==> config.mk <==
export PLATFORM = sky130hd
export DESIGN_NAME = seg7_reader_flat
export DESIGN_NICKNAME = d
export VERILOG_FILES = /design/src/rtl/seg7_reader_if.sv /design/src/rtl/seg7_reader.sv /design/src/flat_wrapper.sv
export SDC_FILE = /design/constraint.sdc
export NUM_CORES = 1
export LEC_CHECK = 0
export BUFFER_PORTS_ARGS = -buffer_cell sky130_fd_sc_hd__buf_2
export CORE_MARGIN = 2
export CORE_UTILIZATION = 28
export DETAILED_ROUTE_END_ITERATION = 12
export HOLD_SLACK_MARGIN = 0.1
export SLEW_MARGIN = 10
export SYNTH_ARGS = -nofsm -noshare
export SYNTH_HDL_FRONTEND = slang
export SYNTH_SLANG_ARGS = --single-unit
==> constraint.sdc <==
create_clock -name clk -period 7.5 [get_ports clk]
set_clock_uncertainty 0.2 [all_clocks]
set_input_delay 0.375 -clock clk [delete_from_list [all_inputs] [get_ports clk]]
set_output_delay 0.375 -clock clk [all_outputs]
set_load 0.005 [all_outputs]
==> src/rtl/seg7_reader_if.sv <==
// Multiplexed seven-segment display bus plus recovered-digit readback signals.
// master drives the display lines; slave (the reader) returns the decoded digits.
interface seg7_reader_if #(
   parameter int unsigned DIGITS = 4
);
   logic [DIGITS-1:0]   an_in;
   logic [6:0]          seg_in;
   logic [4*DIGITS-1:0] digit_out;
   logic [DIGITS-1:0]   digit_valid;
   logic [DIGITS-1:0]   digit_blank;
   logic                update;
   logic [2:0]          update_pos;
   logic                err;

   modport master (
      output an_in, seg_in,
      input  digit_out, digit_valid, digit_blank, update, update_pos, err
   );

   modport slave (
      input  an_in, seg_in,
      output digit_out, digit_valid, digit_blank, update, update_pos, err
   );
endinterface

==> src/rtl/seg7_reader.sv <==
// Recovers digits from an active-low multiplexed seven-segment bus.
// Define SEG7_READER_HEX_EN to also decode A-F as numeric values 10-15.
module seg7_reader #(
   parameter int unsigned DIGITS        = 4,
   parameter int unsigned STABLE_CYCLES = 4
) (
   input logic          clk,
   input logic          rst,
   seg7_reader_if.slave bus
);
   typedef enum logic [1:0] {IDLE, TRACK, HOLD} state_e;

   state_e              state_q, state_d;
   logic [DIGITS-1:0]   an_q;
   logic [6:0]          seg_q;
   logic [7:0]          cnt_q, cnt_d, cnt_inc;
   logic [4*DIGITS-1:0] digit_q, digit_d;
   logic [DIGITS-1:0]   valid_q, valid_d, blank_q, blank_d;
   logic                upd_q, upd_d, err_q, err_d;
   logic [2:0]          pos_q, pos_d, sel_pos;
   logic [3:0]          zeros, dec_val;
   logic                legal_new, changed, commit, dec_num, dec_blank;

   // The incoming bus value is compared against the sample register as it is
   // captured, so the counter reaches STABLE_CYCLES on the last capture edge.
   always_comb begin
      zeros = '0;
      for (int unsigned i = 0; i < DIGITS; i++)
         if (!bus.an_in[i]) zeros = zeros + 4'd1;
      legal_new = (zeros == 4'd1);
      changed   = ({bus.an_in, bus.seg_in} != {an_q, seg_q});
      cnt_inc   = (cnt_q == 8'd255) ? cnt_q : cnt_q + 8'd1;
      sel_pos   = '0;
      for (int unsigned i = 0; i < DIGITS; i++)
         if (!an_q[i]) sel_pos = i[2:0];
   end

   always_comb begin
      dec_num   = 1'b1;
      dec_blank = 1'b0;
      dec_val   = '0;
      case (seg_q)
         7'b0000001: dec_val = 4'd0;
         7'b1001111: dec_val = 4'd1;
         7'b0010010: dec_val = 4'd2;
         7'b0000110: dec_val = 4'd3;
         7'b1001100: dec_val = 4'd4;
         7'b0100100: dec_val = 4'd5;
         7'b0100000: dec_val = 4'd6;
         7'b0001111: dec_val = 4'd7;
         7'b0000000: dec_val = 4'd8;
         7'b0000100: dec_val = 4'd9;
`ifdef SEG7_READER_HEX_EN
         7'b0001000: dec_val = 4'hA;
         7'b1100000: dec_val = 4'hB;
         7'b0110001: dec_val = 4'hC;
         7'b1000010: dec_val = 4'hD;
         7'b0110000: dec_val = 4'hE;
         7'b0111000: dec_val = 4'hF;
`endif
         7'b1111111: begin
            dec_num   = 1'b0;
            dec_blank = 1'b1;
         end
         default:    dec_num = 1'b0;
      endcase
   end

   always_comb begin
      state_d = state_q;
      cnt_d   = cnt_q;
      commit  = 1'b0;
      digit_d = digit_q;
      valid_d = valid_q;
      blank_d = blank_q;
      upd_d   = 1'b0;
      pos_d   = pos_q;
      err_d   = err_q;

      if (state_q == TRACK && cnt_q == 8'(STABLE_CYCLES)) commit = 1'b1;

      if (!legal_new) begin
         state_d = IDLE;
         cnt_d   = '0;
      end else if (state_q == IDLE || changed) begin
         state_d = TRACK;
         cnt_d   = 8'd1;
      end else begin
         state_d = commit ? HOLD : state_q;
         cnt_d   = cnt_inc;
      end

      if (commit) begin
         if (dec_num || dec_blank) begin
            upd_d = 1'b1;
            pos_d = sel_pos;
            for (int unsigned i = 0; i < DIGITS; i++) begin
               if (i[2:0] == sel_pos) begin
                  if (dec_num) digit_d[4*i +: 4] = dec_val;
                  valid_d[i] = dec_num;
                  blank_d[i] = dec_blank;
               end
            end
         end else begin
            err_d = 1'b1;
         end
      end
   end

   always_ff @(posedge clk) begin
      if (rst) begin
         state_q <= IDLE;
         an_q    <= '1;
         seg_q   <= '1;
         cnt_q   <= '0;
         digit_q <= '0;
         valid_q <= '0;
         blank_q <= '0;
         upd_q   <= 1'b0;
         pos_q   <= '0;
         err_q   <= 1'b0;
      end else begin
         state_q <= state_d;
         an_q    <= bus.an_in;
         seg_q   <= bus.seg_in;
         cnt_q   <= cnt_d;
         digit_q <= digit_d;
         valid_q <= valid_d;
         blank_q <= blank_d;
         upd_q   <= upd_d;
         pos_q   <= pos_d;
         err_q   <= err_d;
      end
   end

   assign bus.digit_out   = digit_q;
   assign bus.digit_valid = valid_q;
   assign bus.digit_blank = blank_q;
   assign bus.update      = upd_q;
   assign bus.update_pos  = pos_q;
   assign bus.err         = err_q;
endmodule

==> src/flat_wrapper.sv <==
// flat-port wrapper written by rule: the top's interface ports become plain ports
module seg7_reader_flat 
#(
   parameter int unsigned DIGITS        = 4,
   parameter int unsigned STABLE_CYCLES = 4
)
  (clk, rst, bus_an_in, bus_seg_in, bus_digit_out, bus_digit_valid, bus_digit_blank, bus_update, bus_update_pos, bus_err);
  seg7_reader_if #(.DIGITS(DIGITS)) bus_i ();
  input logic clk;
  input logic rst;
  input wire logic [$bits(bus_i.an_in)-1:0] bus_an_in;
  input wire logic [$bits(bus_i.seg_in)-1:0] bus_seg_in;
  output wire logic [$bits(bus_i.digit_out)-1:0] bus_digit_out;
  output wire logic [$bits(bus_i.digit_valid)-1:0] bus_digit_valid;
  output wire logic [$bits(bus_i.digit_blank)-1:0] bus_digit_blank;
  output wire logic [$bits(bus_i.update)-1:0] bus_update;
  output wire logic [$bits(bus_i.update_pos)-1:0] bus_update_pos;
  output wire logic [$bits(bus_i.err)-1:0] bus_err;
  assign bus_i.an_in = bus_an_in;
  assign bus_i.seg_in = bus_seg_in;
  assign bus_digit_out = bus_i.digit_out;
  assign bus_digit_valid = bus_i.digit_valid;
  assign bus_digit_blank = bus_i.digit_blank;
  assign bus_update = bus_i.update;
  assign bus_update_pos = bus_i.update_pos;
  assign bus_err = bus_i.err;
  seg7_reader #(.DIGITS(DIGITS), .STABLE_CYCLES(STABLE_CYCLES)) u_core (.clk(clk), .rst(rst), .bus(bus_i));
endmodule
==> flow_metrics.py, run 1 <==
metrics = {
    "grt": {
        "grt_pass1_vias": 1820,
        "grt_start_max_net_pins": 29,
        "grt_pass1_wl_mm": 8.65,
        "grt_overflow": 0,
        "grt_antenna_before_repair": 0,
        "grt.total_usage_pct": 12.3,
    },
    "sta": {
        "worstMarginPinSlew_ns": 0.511,
        "fmax_mhz": 354,
        "period_share_pct": 37.6,
        "relSlewSlack_pct": 65.8,
        "finalMaxSlewViolations": 0,
        "min_period_ns": 2.82,
        "setup_tns_ns": 0,
        "hold_viol": 0,
        "grt_setup_unrepaired": "no",
        "setup_violations": 0,
    },
    "logic_synthesis": {
        "synth_fa_ha_area_share_pct": 2.70,
        "synth_top_family_by_area": "simple AND/OR/NAND/NOR gates",
        "mappedNetlistArea_um2": 2310,
        "synth_top_area_share_pct": 42.4,
        "syn_area_per_cell_um2": 8.94,
        "synth_edf_count": 0,
        "yosys.area_share.simple_pct": 22.9,
        "synth_seq_cells": 49,
        "synth_xor_area_share_pct": 7.19,
        "synth_commonest_cells": "49 x dfxtp_1, 21 x nand2_1, 16 x nor2_1",
        "yosysMostFrequentCell": "dfxtp_1",
        "seq_area_frac_synth_pct": 42.4,
        "synth_top_area_cell": "dfxtp_1",
        "synth_compound_area_share_pct": 15.7,
        "yosysUniqueCellTypes": 48,
        "synth_mux_area_share_pct": 3.89,
        "syn-num-nets": 277,
        "synthArstFlopShare_pct": 0,
        "synth_area_leaders": "dfxtp_1 42%, xnor2_1 5.3%, mux2i_1 3.9%, nand2_1 3.4%, a21oi_1 3.0%",
        "synth_warnings": 0,
        "synth_top_flop_cell": "dfxtp_1",
        "netlist_instances": 259,
    },
    "finish": {
        "syn2layout_area_growth_pct": 19.5,
        "diodes": 0,
        "fill_cells": 837,
        "fin_nets": 316,
        "drive_above_1_share_pct": 23.4,
        "stdcell_count": 404,
        "fin_area_um2": 2770,
    },
    "floorplanning": {
        "floorplan.initialDensity_pct": 28.5,
        "core_area_um2": 8130,
        "dieArea_um2": 9010,
        "die_w_um": 94.9,
        "ios": 42,
        "die_h_um": 94.9,
        "num_rows": 33,
    },
    "worst_setup_path": {
        "ff2ff_path_depth": 7,
        "path_class": "input port to flop",
        "crit_path_frequent_cell": "ha_1",
        "worstSetupStartpoint": "bus_an_in[0]",
        "start_kind": "input port",
        "cp.depth": 10,
        "path_buf_inv": 2,
        "worst_path_max_delay_cell": "or4_1",
        "endpoint_kind": "flop",
        "r2r-start": "u_core.cnt_q[0]",
        "required_ns": 7.51,
        "r2r_end": "u_core.bus.digit_out[6]",
        "worstPathMaxFanout": 8,
        "crit_chain": "buf_2, inv_1, ha_1, xnor2_1, ha_1, nor3_1, a31oi_1, a2111o_1, or4_1, a311oi_1",
        "reg2reg_slack_ns": 4.98,
        "crit_family": "compound AO/OA/AOI/OAI gates",
        "cpPeakStageDelay_ns": 0.57,
        "endpoint": "u_core.cnt_q[6]",
        "critical_path_arrival_ns": 2.83,
    },
    "route": {
        "drt-total-wl_mm": 5.17,
        "routedWlPerCell_um": 12.8,
        "ant_nets": 0,
        "drc": 0,
        "drt_iter0_drc": 99,
        "drt-pass1-iter-count": 4,
        "vias": 1930,
        "vias_per_cell": 4.78,
    },
    "placement": {
        "placed_cells": 389,
        "io_buffers": 40,
        "hpwl_mm": 3.91,
        "globalplace.congestion": 0.805,
        "place_area_um2": 2580,
    },
    "power_and_ir_drop": {
        "ir_drop_mv": 0.0720,
        "power_leakage_nw": 1.17,
        "p_per_area_nw_per_um2": 182,
    },
    "cts": {
        "clockBufferDepth": 2,
        "worst_skew_pair.late_latency_ns": 0.30,
        "cts-hold-fix-buffers": 7,
        "clk_pin_slew_ns": 0.09,
        "cts_tree": "yes",
        "cts_max_level": 2,
        "cts.sinks": 49,
        "cts_root_buf": "clkbuf_8",
        "cts-buffers-inserted": 5,
        "cts_resized": 0,
        "cts_setup_buffers": 0,
    },
    "job": {
        "drv_cap": 0,
    },
    "worst_hold_path": {
        "hold_class": "input port to flop",
    },
    "status": {
        "outcome": "complete, no violations",
    },
}
[cells by family (layout without fill, tap and decap cells)]
group,Yosys count,after routing
other,1,1
AO/OA/AOI/OAI,51,51
AND/OR/NAND/NOR,96,96
XOR/XNOR,19,19
flip-flops,49,49
buffers and inverters,29,69
adder cells (fa/ha/maj),5,5
multiplexers,9,9
[where the power goes]
group | switching, W | total (W) | internal [W]
sequential | 0.00000690 | 0.000271 | 0.000264
clock | 0.0000915 | 0.000191 | 0.0000999
combinational | 0.0000207 | 0.0000399 | 0.0000193
[worst min-delay path, cell delays in order]
cell     delay, ns
buf_2         0.11
inv_1         0.06
nand2_1       0.05
[sequential cells by signal, indices dropped and copies added, names as in the netlist]
register and count:
u_core.seg_q 7, u_core.state_q 2, u_core.bus.err 1, u_core.bus.digit_blank 4
u_core.cnt_q 8, u_core.bus.digit_valid 4, u_core.bus.update_pos 2, u_core.bus.update 1
u_core.bus.digit_out 16, u_core.an_q 4
[worst min path at each step]
stage | endpoint | cells after the start | start
after global routing | u_core.an_q[0] | 3 | bus_an_in[0]
after floorplan | u_core.state_q[0] | 2 | u_core.state_q[0]
after global placement | u_core.bus.update_pos[1] | 2 | u_core.bus.update_pos[1]
after CTS | u_core.an_q[1] | 3 | bus_an_in[1]
after detailed placement | u_core.bus.update_pos[0] | 2 | u_core.bus.update_pos[0]
final | u_core.an_q[0] | 3 | bus_an_in[0]
[cell usage in the layout, fill, tap and decap left out, types with 2 or more instances in the layout]
cell,instances
a211oi_1,4
a21oi_1,14
a221oi_1,3
a311oi_1,4
a31oi_1,2
and3_1,6
buf_2,40
clkbuf_8,5
dfxtp_1,49
dlygate4sd3_1,7
ha_1,5
inv_1,14
mux2i_1,9
nand2_1,21
nand2b_1,2
nand3_1,8
nand4_1,5
nor2_1,16
nor2_2,2
nor2b_1,2
nor3_1,5
nor3b_1,4
nor4b_1,2
o211a_1,2
o21ai_0,7
o21ai_2,4
o31ai_1,4
or2_2,11
or3_1,2
or4_1,2
xnor2_1,14
xor2_1,5
[layer usage]
layer | vias up | track usage (%) | wire length [um]
li1 | 991 | - | -
met1 | 891 | 15.9 | 2470
met2 | 39 | 20.0 | 2420
met3 | 9 | 3.19 | 186
met4 | 0 | 3.99 | 97
met5 | - | 0 | 0
[final cells by class]
class	count	area (um2)	area share (%)
clock buffer	5	68.8	2.49
sequential	49	981	35.5
clock inverter	3	46.3	1.67
multi-input combinational	181	1220	44.0
inverter	14	52.6	1.90
timing repair buffer	47	270	9.77
tap	105	131	4.75
[stage by stage]
step,hold WS [ns],util [%],worst slack [ns],total power (W)
after floorplan,0.243,-,4.68,0.000304
after global placement,0.246,31.7,4.41,0.000314
after detailed placement,0.252,31.7,4.34,0.000314
after CTS,0.114,34.0,4.65,0.000508
after global routing,0.124,34.0,4.47,0.000528
final,0.118,34.0,4.68,0.000502
(Power assumes the default switching activity.)
==> run 2, diff against run 1 <==
--- a/config.mk
+++ b/config.mk
@@ -5,6 +5,7 @@
 export SDC_FILE = /design/constraint.sdc
 export NUM_CORES = 1
 export LEC_CHECK = 0
+export ABC_AREA = 1
 export BUFFER_PORTS_ARGS = -buffer_cell sky130_fd_sc_hd__buf_2
 export CORE_MARGIN = 2
 export CORE_UTILIZATION = 28
==> constraint.sdc (replaced) <==
create_clock -name clk -period 2.35 [get_ports clk]
set_clock_uncertainty 0.2 [all_clocks]
set_input_delay 0.1175 -clock clk [delete_from_list [all_inputs] [get_ports clk]]
set_output_delay 0.1175 -clock clk [all_outputs]
set_load 0.005 [all_outputs]
==> run 2 against run 1 <==
  * Sequential share of layout area down 4.4 points
  * First-iteration DRC count up 41%
  * Non-clock buffer count up 18
  * Global-route usage up 1.0 points
  * Synthesized cell count up 45%
  * Critical path type is now flop to flop
  * Critical endpoint is now u_core.bus.digit_out[10]
==> flow_metrics.py, run 2 <==
metrics = {
    "sta": {
        "fin_hold_ws_ns": 0.163,
        "fmax_mhz": 479,
        "finalMaxSlewViolations": 0,
        "worstMarginPinSlew_ns": 0.542,
        "min_period_ns": 2.09,
        "setup_violations": 0,
        "grt_setup_unrepaired": "no",
        "hold_viol": 0,
        "period_share_pct": 88.8,
        "setup_tns_ns": 0,
        "relSlewSlack_pct": 63.6,
    },
    "logic_synthesis": {
        "syn-num-nets": 394,
        "seq_area_frac_synth_pct": 39.2,
        "synth_seq_cells": 49,
        "synth_top_area_share_pct": 39.2,
        "synthArstFlopShare_pct": 0,
        "yosysUniqueCellTypes": 27,
        "synth_top_area_cell": "dfxtp_1",
        "synth_area_leaders": "dfxtp_1 39%, nand2_1 16%, inv_1 9.0%, nor2_1 6.4%, nand4_1 4.7%",
        "synth_warnings": 0,
        "synth_top_flop_cell": "dfxtp_1",
        "syn_area_per_cell_um2": 6.66,
        "netlist_instances": 376,
        "mappedNetlistArea_um2": 2500,
        "yosysMostFrequentCell": "nand2_1",
        "synth_edf_count": 0,
        "synth_commonest_cells": "106 x nand2_1, 60 x inv_1, 49 x dfxtp_1",
    },
    "floorplanning": {
        "num_rows": 34,
        "core_area_um2": 8680,
        "die_h_um": 98.6,
        "ios": 42,
        "floorplan.initialDensity_pct": 28.9,
        "die_w_um": 98.6,
        "dieArea_um2": 9720,
    },
    "worst_hold_path": {
        "hold_class": "input port to flop",
        "min_from": "bus_an_in[2]",
        "min_path_cells": 6,
        "min_to": "u_core.cnt_q[4]",
    },
    "cts": {
        "cts_setup_buffers": 0,
        "cts_tree": "yes",
        "cts_max_level": 2,
        "cts_root_buf": "clkbuf_8",
        "worst_skew_pair.late_latency_ns": 0.31,
        "clk_pin_slew_ns": 0.10,
        "cts-buffers-inserted": 5,
        "cts.sinks": 49,
        "clockBufferDepth": 2,
    },
    "route": {
        "routedWlPerCell_um": 11.4,
        "drt-total-wl_mm": 6.29,
        "drt_iter0_drc": 140,
        "drt-pass1-iter-count": 4,
        "drc": 0,
        "vias": 2532,
        "ant_nets": 0,
        "vias_per_cell": 4.58,
    },
    "power_and_ir_drop": {
        "p_per_area_nw_per_um2": 497,
        "power_leakage_nw": 1.55,
        "ir_drop_mv": 0.259,
        "finalPower_w": 0.00157,
    },
    "grt": {
        "grt_pass1_vias": 2347,
        "grt_start_max_net_pins": 26,
        "grt_antenna_before_repair": 0,
        "grt_pass1_wl_mm": 10.6,
        "grt.total_usage_pct": 13.3,
        "grt_overflow": 0,
    },
    "worst_setup_path": {
        "worstPathMaxFanout": 7,
        "path_buf_inv": 1,
        "start_kind": "flop",
        "crit_family": "simple AND/OR/NAND/NOR gates",
        "path_class": "flop to flop",
        "crit_chain": "inv_1, ha_1, nand2_1, nor4_4, nand3_1, o21ai_0, nor2_1",
        "critical_path_arrival_ns": 2.10,
        "r2r_end": "u_core.bus.digit_out[10]",
        "worst_path_max_delay_cell": "nor4_4",
        "r2r-start": "u_core.cnt_q[0]",
        "cpPeakStageDelay_ns": 0.48,
        "ff2ff_path_depth": 7,
        "reg2reg_slack_ns": 0.26,
        "required_ns": 2.36,
        "endpoint_kind": "flop",
    },
    "finish": {
        "diodes": 0,
        "mostFrequentLayoutCells": "106 x nand2_1, 60 x inv_1, 49 x dfxtp_1, 43 x nor2_1, 40 x buf_2",
        "stdcell_count": 553,
        "largest_reg_flops": 16,
        "syn2layout_area_growth_pct": 26.0,
        "fin_util_pct": 36.4,
        "drive_above_1_share_pct": 14.4,
        "fin_nets": 462,
        "fill_cells": 953,
        "multiInputGateArea_um2": 1260,
        "layout_commonest_cell": "nand2_1",
        "layout.area.seq_um2": 981,
    },
    "placement": {
        "placed_cells": 524,
        "io_buffers": 40,
        "hpwl_mm": 4.82,
        "globalplace.congestion": 0.862,
    },
    "job": {
        "drv_cap": 0,
    },
    "status": {
        "outcome": "complete, no violations",
    },
}
-- run 2: cell count changes after synthesis, sizes merged, moves of 9 or more --
cell	delta
nand2	+86
inv	+49
nor2	+26
nand3	+14
nand4	+14
xnor2	-13
clkbuf	-9
mux2i	-9
-- run 2: worst reg2reg max path, stage by stage (launching register included) --
cell	delay, ns
dfxtp_1	0.35
inv_1	0.07
ha_1	0.18
nand2_1	0.12
nor4_4	0.48
nand3_1	0.31
o21ai_0	0.23
nor2_1	0.06
-- run 2: cell type report --
type | count | share of cell area (%)
Clock buffer | 5 | 2.18
Clock inverter | 3 | 0.793
Inverter | 64 | 7.61
Multi-Input combinational cell | 259 | 40.1
Sequential cell | 49 | 31.1
Tap cell | 108 | 4.28
Timing Repair Buffer | 65 | 14.0
-- run 2: how the worst max path moves through the flow --
stage	startpoint	end	slack, ns	cells past startpoint
6_report	u_core.cnt_q[0]	u_core.bus.digit_out[10]	0.26	7
5_1_grt	u_core.seg_q[6]	u_core.bus.digit_out[10]	0.02	10
4_1_cts	u_core.cnt_q[0]	u_core.bus.digit_out[10]	0.23	7
3_5_place_dp	bus_an_in[0]	u_core.cnt_q[4]	-0.03	11
3_3_place_gp	bus_an_in[0]	u_core.cnt_q[4]	0.13	11
2_1_floorplan	bus_an_in[0]	u_core.cnt_q[4]	0.45	10
-- run 2: power breakdown --
| group | switching [W] | internal (W) |
|---|---|---|
| sequential | 0.0000162 | 0.000843 |
| clock | 0.000318 | 0.000218 |
| combinational | 0.000101 | 0.0000721 |
| total | 0.000436 | 0.00113 |
-- run 2: what timing repair did --
item                      4_1_cts  5_1_grt
hold buffers                   21        0
hold endpoints to repair       17        0
resized for setup               0        0
-- run 2: layer usage --
metal  wire (um)  GRT usage, %
met3         277          2.48
met2        2950          22.6
met1        3000          17.3
met4          54          3.58
met5           0             0
-- run 2: through the flow --
stage | setup slack, ns | area (um2)
final | 0.264 | 3160
after global routing | 0.0167 | 3160
after CTS | 0.231 | 3160
after detailed placement | -0.0335 | 2850
after global placement | 0.134 | 2850
after floorplan | 0.445 | 2500
-- run 2: logic make-up after synthesis --
group,share of synthesized area (%)
other cells,0.150
fa+ha+maj,2.50
flops,39.2
buf+inv,10.3
simple gates,38.4
compound gates,5.94
xor+xnor,3.50
==> run 3, diff against run 2 <==
--- a/config.mk
+++ b/config.mk
@@ -11,6 +11,7 @@
 export CORE_UTILIZATION = 28
 export DETAILED_ROUTE_END_ITERATION = 12
 export HOLD_SLACK_MARGIN = 0.1
+export RECOVER_POWER = 25
 export SLEW_MARGIN = 10
 export SYNTH_ARGS = -nofsm -noshare
 export SYNTH_HDL_FRONTEND = slang
==> run 3 against run 2 <==
  * Clock power about the same
  * Setup slack worse by 0.0050 ns
  * Highest routed layer unchanged
  * Flip-flop and latch count unchanged
  * Total power about the same
  * Global-route usage unchanged
  * Critical path type unchanged
  * Combinational power about the same
  * Largest cell class unchanged
==> flow_metrics.py, run 3 (synthesized netlist as in run 2, its figures left out) <==
metrics = {
    "status": {
        "outcome": "complete, no violations",
    },
    "cts": {
        "clockBufferDepth": 2,
        "cts_max_level": 2,
        "worst_skew_pair.late_latency_ns": 0.31,
        "cts.sinks": 49,
        "clk_pin_slew_ns": 0.10,
        "cts_resized": 0,
        "cts_root_buf": "clkbuf_8",
        "cts_tree": "yes",
        "cts-buffers-inserted": 5,
    },
    "sta": {
        "period_share_pct": 89.0,
        "worstMarginPinSlew_ns": 0.599,
        "setup_tns_ns": 0,
        "hold_viol": 0,
        "min_period_ns": 2.09,
        "finalMaxSlewViolations": 0,
        "layout_setup_ws_ns": 0.259,
        "fmax_mhz": 478,
        "setup_violations": 0,
        "relSlewSlack_pct": 59.7,
        "grt_setup_unrepaired": "no",
    },
    "worst_setup_path": {
        "endpoint_kind": "flop",
        "cpPeakStageDelay_ns": 0.48,
        "required_ns": 2.36,
        "crit_chain": "inv_1, ha_1, nand2_1, nor4_4, nand3_1, o21ai_0, nor2_1",
        "path_class": "flop to flop",
        "worstPathMaxFanout": 7,
        "worst_path_max_delay_cell": "nor4_4",
        "critical_path_arrival_ns": 2.10,
        "path_buf_inv": 1,
        "crit_family": "simple AND/OR/NAND/NOR gates",
        "start_kind": "flop",
    },
    "floorplanning": {
        "core_area_um2": 8680,
        "floorplan.initialDensity_pct": 28.9,
        "dieArea_um2": 9720,
        "num_rows": 34,
        "ios": 42,
        "die_w_um": 98.6,
        "die_h_um": 98.6,
    },
    "finish": {
        "drive_above_1_share_pct": 12.6,
        "fill_cells": 953,
        "syn2layout_area_growth_pct": 25.6,
        "diodes": 0,
        "mostFrequentLayoutCells": "106 x nand2_1, 60 x inv_1, 49 x dfxtp_1, 43 x nor2_1, 32 x buf_2",
        "fin_nets": 462,
        "largest_reg_flops": 16,
        "stdcell_count": 553,
        "layout_commonest_cell": "nand2_1",
        "fin_area_um2": 3150,
    },
    "placement": {
        "globalplace.congestion": 0.862,
        "io_buffers": 40,
        "pre_cts_ws_ns": -0.0335,
        "place_area_um2": 2850,
        "placed_cells": 524,
        "hpwl_mm": 4.82,
    },
    "power_and_ir_drop": {
        "p_per_area_nw_per_um2": 499,
        "power_leakage_nw": 1.51,
        "finalPower_w": 0.00157,
        "ir_drop_mv": 0.259,
    },
    "route": {
        "routedWlPerCell_um": 11.4,
        "ant_nets": 0,
        "vias_per_cell": 4.58,
        "drt_iter0_drc": 145,
        "vias": 2532,
        "drt-total-wl_mm": 6.29,
        "drc": 0,
        "drt-pass1-iter-count": 4,
    },
    "grt": {
        "grt_pass1_vias": 2347,
        "grt_start_max_net_pins": 26,
        "grt.total_usage_pct": 13.3,
        "grt_pass1_wl_mm": 10.6,
        "grt_antenna_before_repair": 0,
        "grt_overflow": 0,
    },
    "worst_hold_path": {
        "hold_class": "input port to flop",
    },
    "job": {
        "drv_cap": 0,
    },
}
[run 3: cell types whose count changed in the layout (fill, tap and decap cells not counted), sizes merged]
cell	delta
buf	-8
clkbuf	+8
[run 3: path summary, 6_finish.rpt]
kind                    from                  endpoint  cells past startpoint  slack, ns
max          u_core.cnt_q[0]  u_core.bus.digit_out[10]                      7       0.26
min             bus_an_in[2]           u_core.cnt_q[4]                      6       0.16
max reg2reg  u_core.cnt_q[0]  u_core.bus.digit_out[10]                      7       0.26
min reg2reg   u_core.bus.err            u_core.bus.err                      2       0.25
[run 3: per-stage QoR]
| stage | hold slack (ns) | util, % |
|---|---|---|
| 3_5_place_dp | 0.132 | 32.9 |
| 2_1_floorplan | -0.0134 | - |
| 5_1_grt | 0.180 | 36.2 |
| 4_1_cts | 0.148 | 36.4 |
| 6_report | 0.162 | 36.2 |
| 3_3_place_gp | 0.121 | 32.9 |
[run 3: worst reg2reg max path: cells and delay by family, from the launching register on]
| family | cells | cell delay [ns] |
|---|---|---|
| fa+ha+maj | 1 | 0.18 |
| flops | 1 | 0.35 |
| simple gates | 4 | 0.98 |
| compound gates | 1 | 0.23 |
| buf+inv | 1 | 0.07 |
[run 3: repair_timing]
item | in CTS | in global routing
buffers inserted | 0 | 0
hold buffers | 21 | 0
hold endpoints to repair | 17 | 0
[run 3: metal layers]
metal	up-vias	part of all wire, %	global-route usage, %
met5	-	0	0
met3	5	4.6	2.48
li1	1325	-	-
met2	54	47	22.6
met4	0	0.86	3.58
met1	1148	48	17.3
[run 3: area by class of cell]
type	instances	area, um2	area share [%]
tap	108	135	4.30
sequential	49	981	31.2
timing repair buffer	65	430	13.7
clock buffer	5	68.8	2.19
clock inverter	3	25.0	0.796
multi-input combinational	259	1260	40.2
inverter	64	240	7.64
[run 3: where the power goes]
part	switching [W]	internal, W	total [W]	leakage [nW]
combinational	0.000101	0.0000721	0.000173	1.07
clock	0.000318	0.000218	0.000536	0.0452
sequential	0.0000162	0.000843	0.000859	0.398
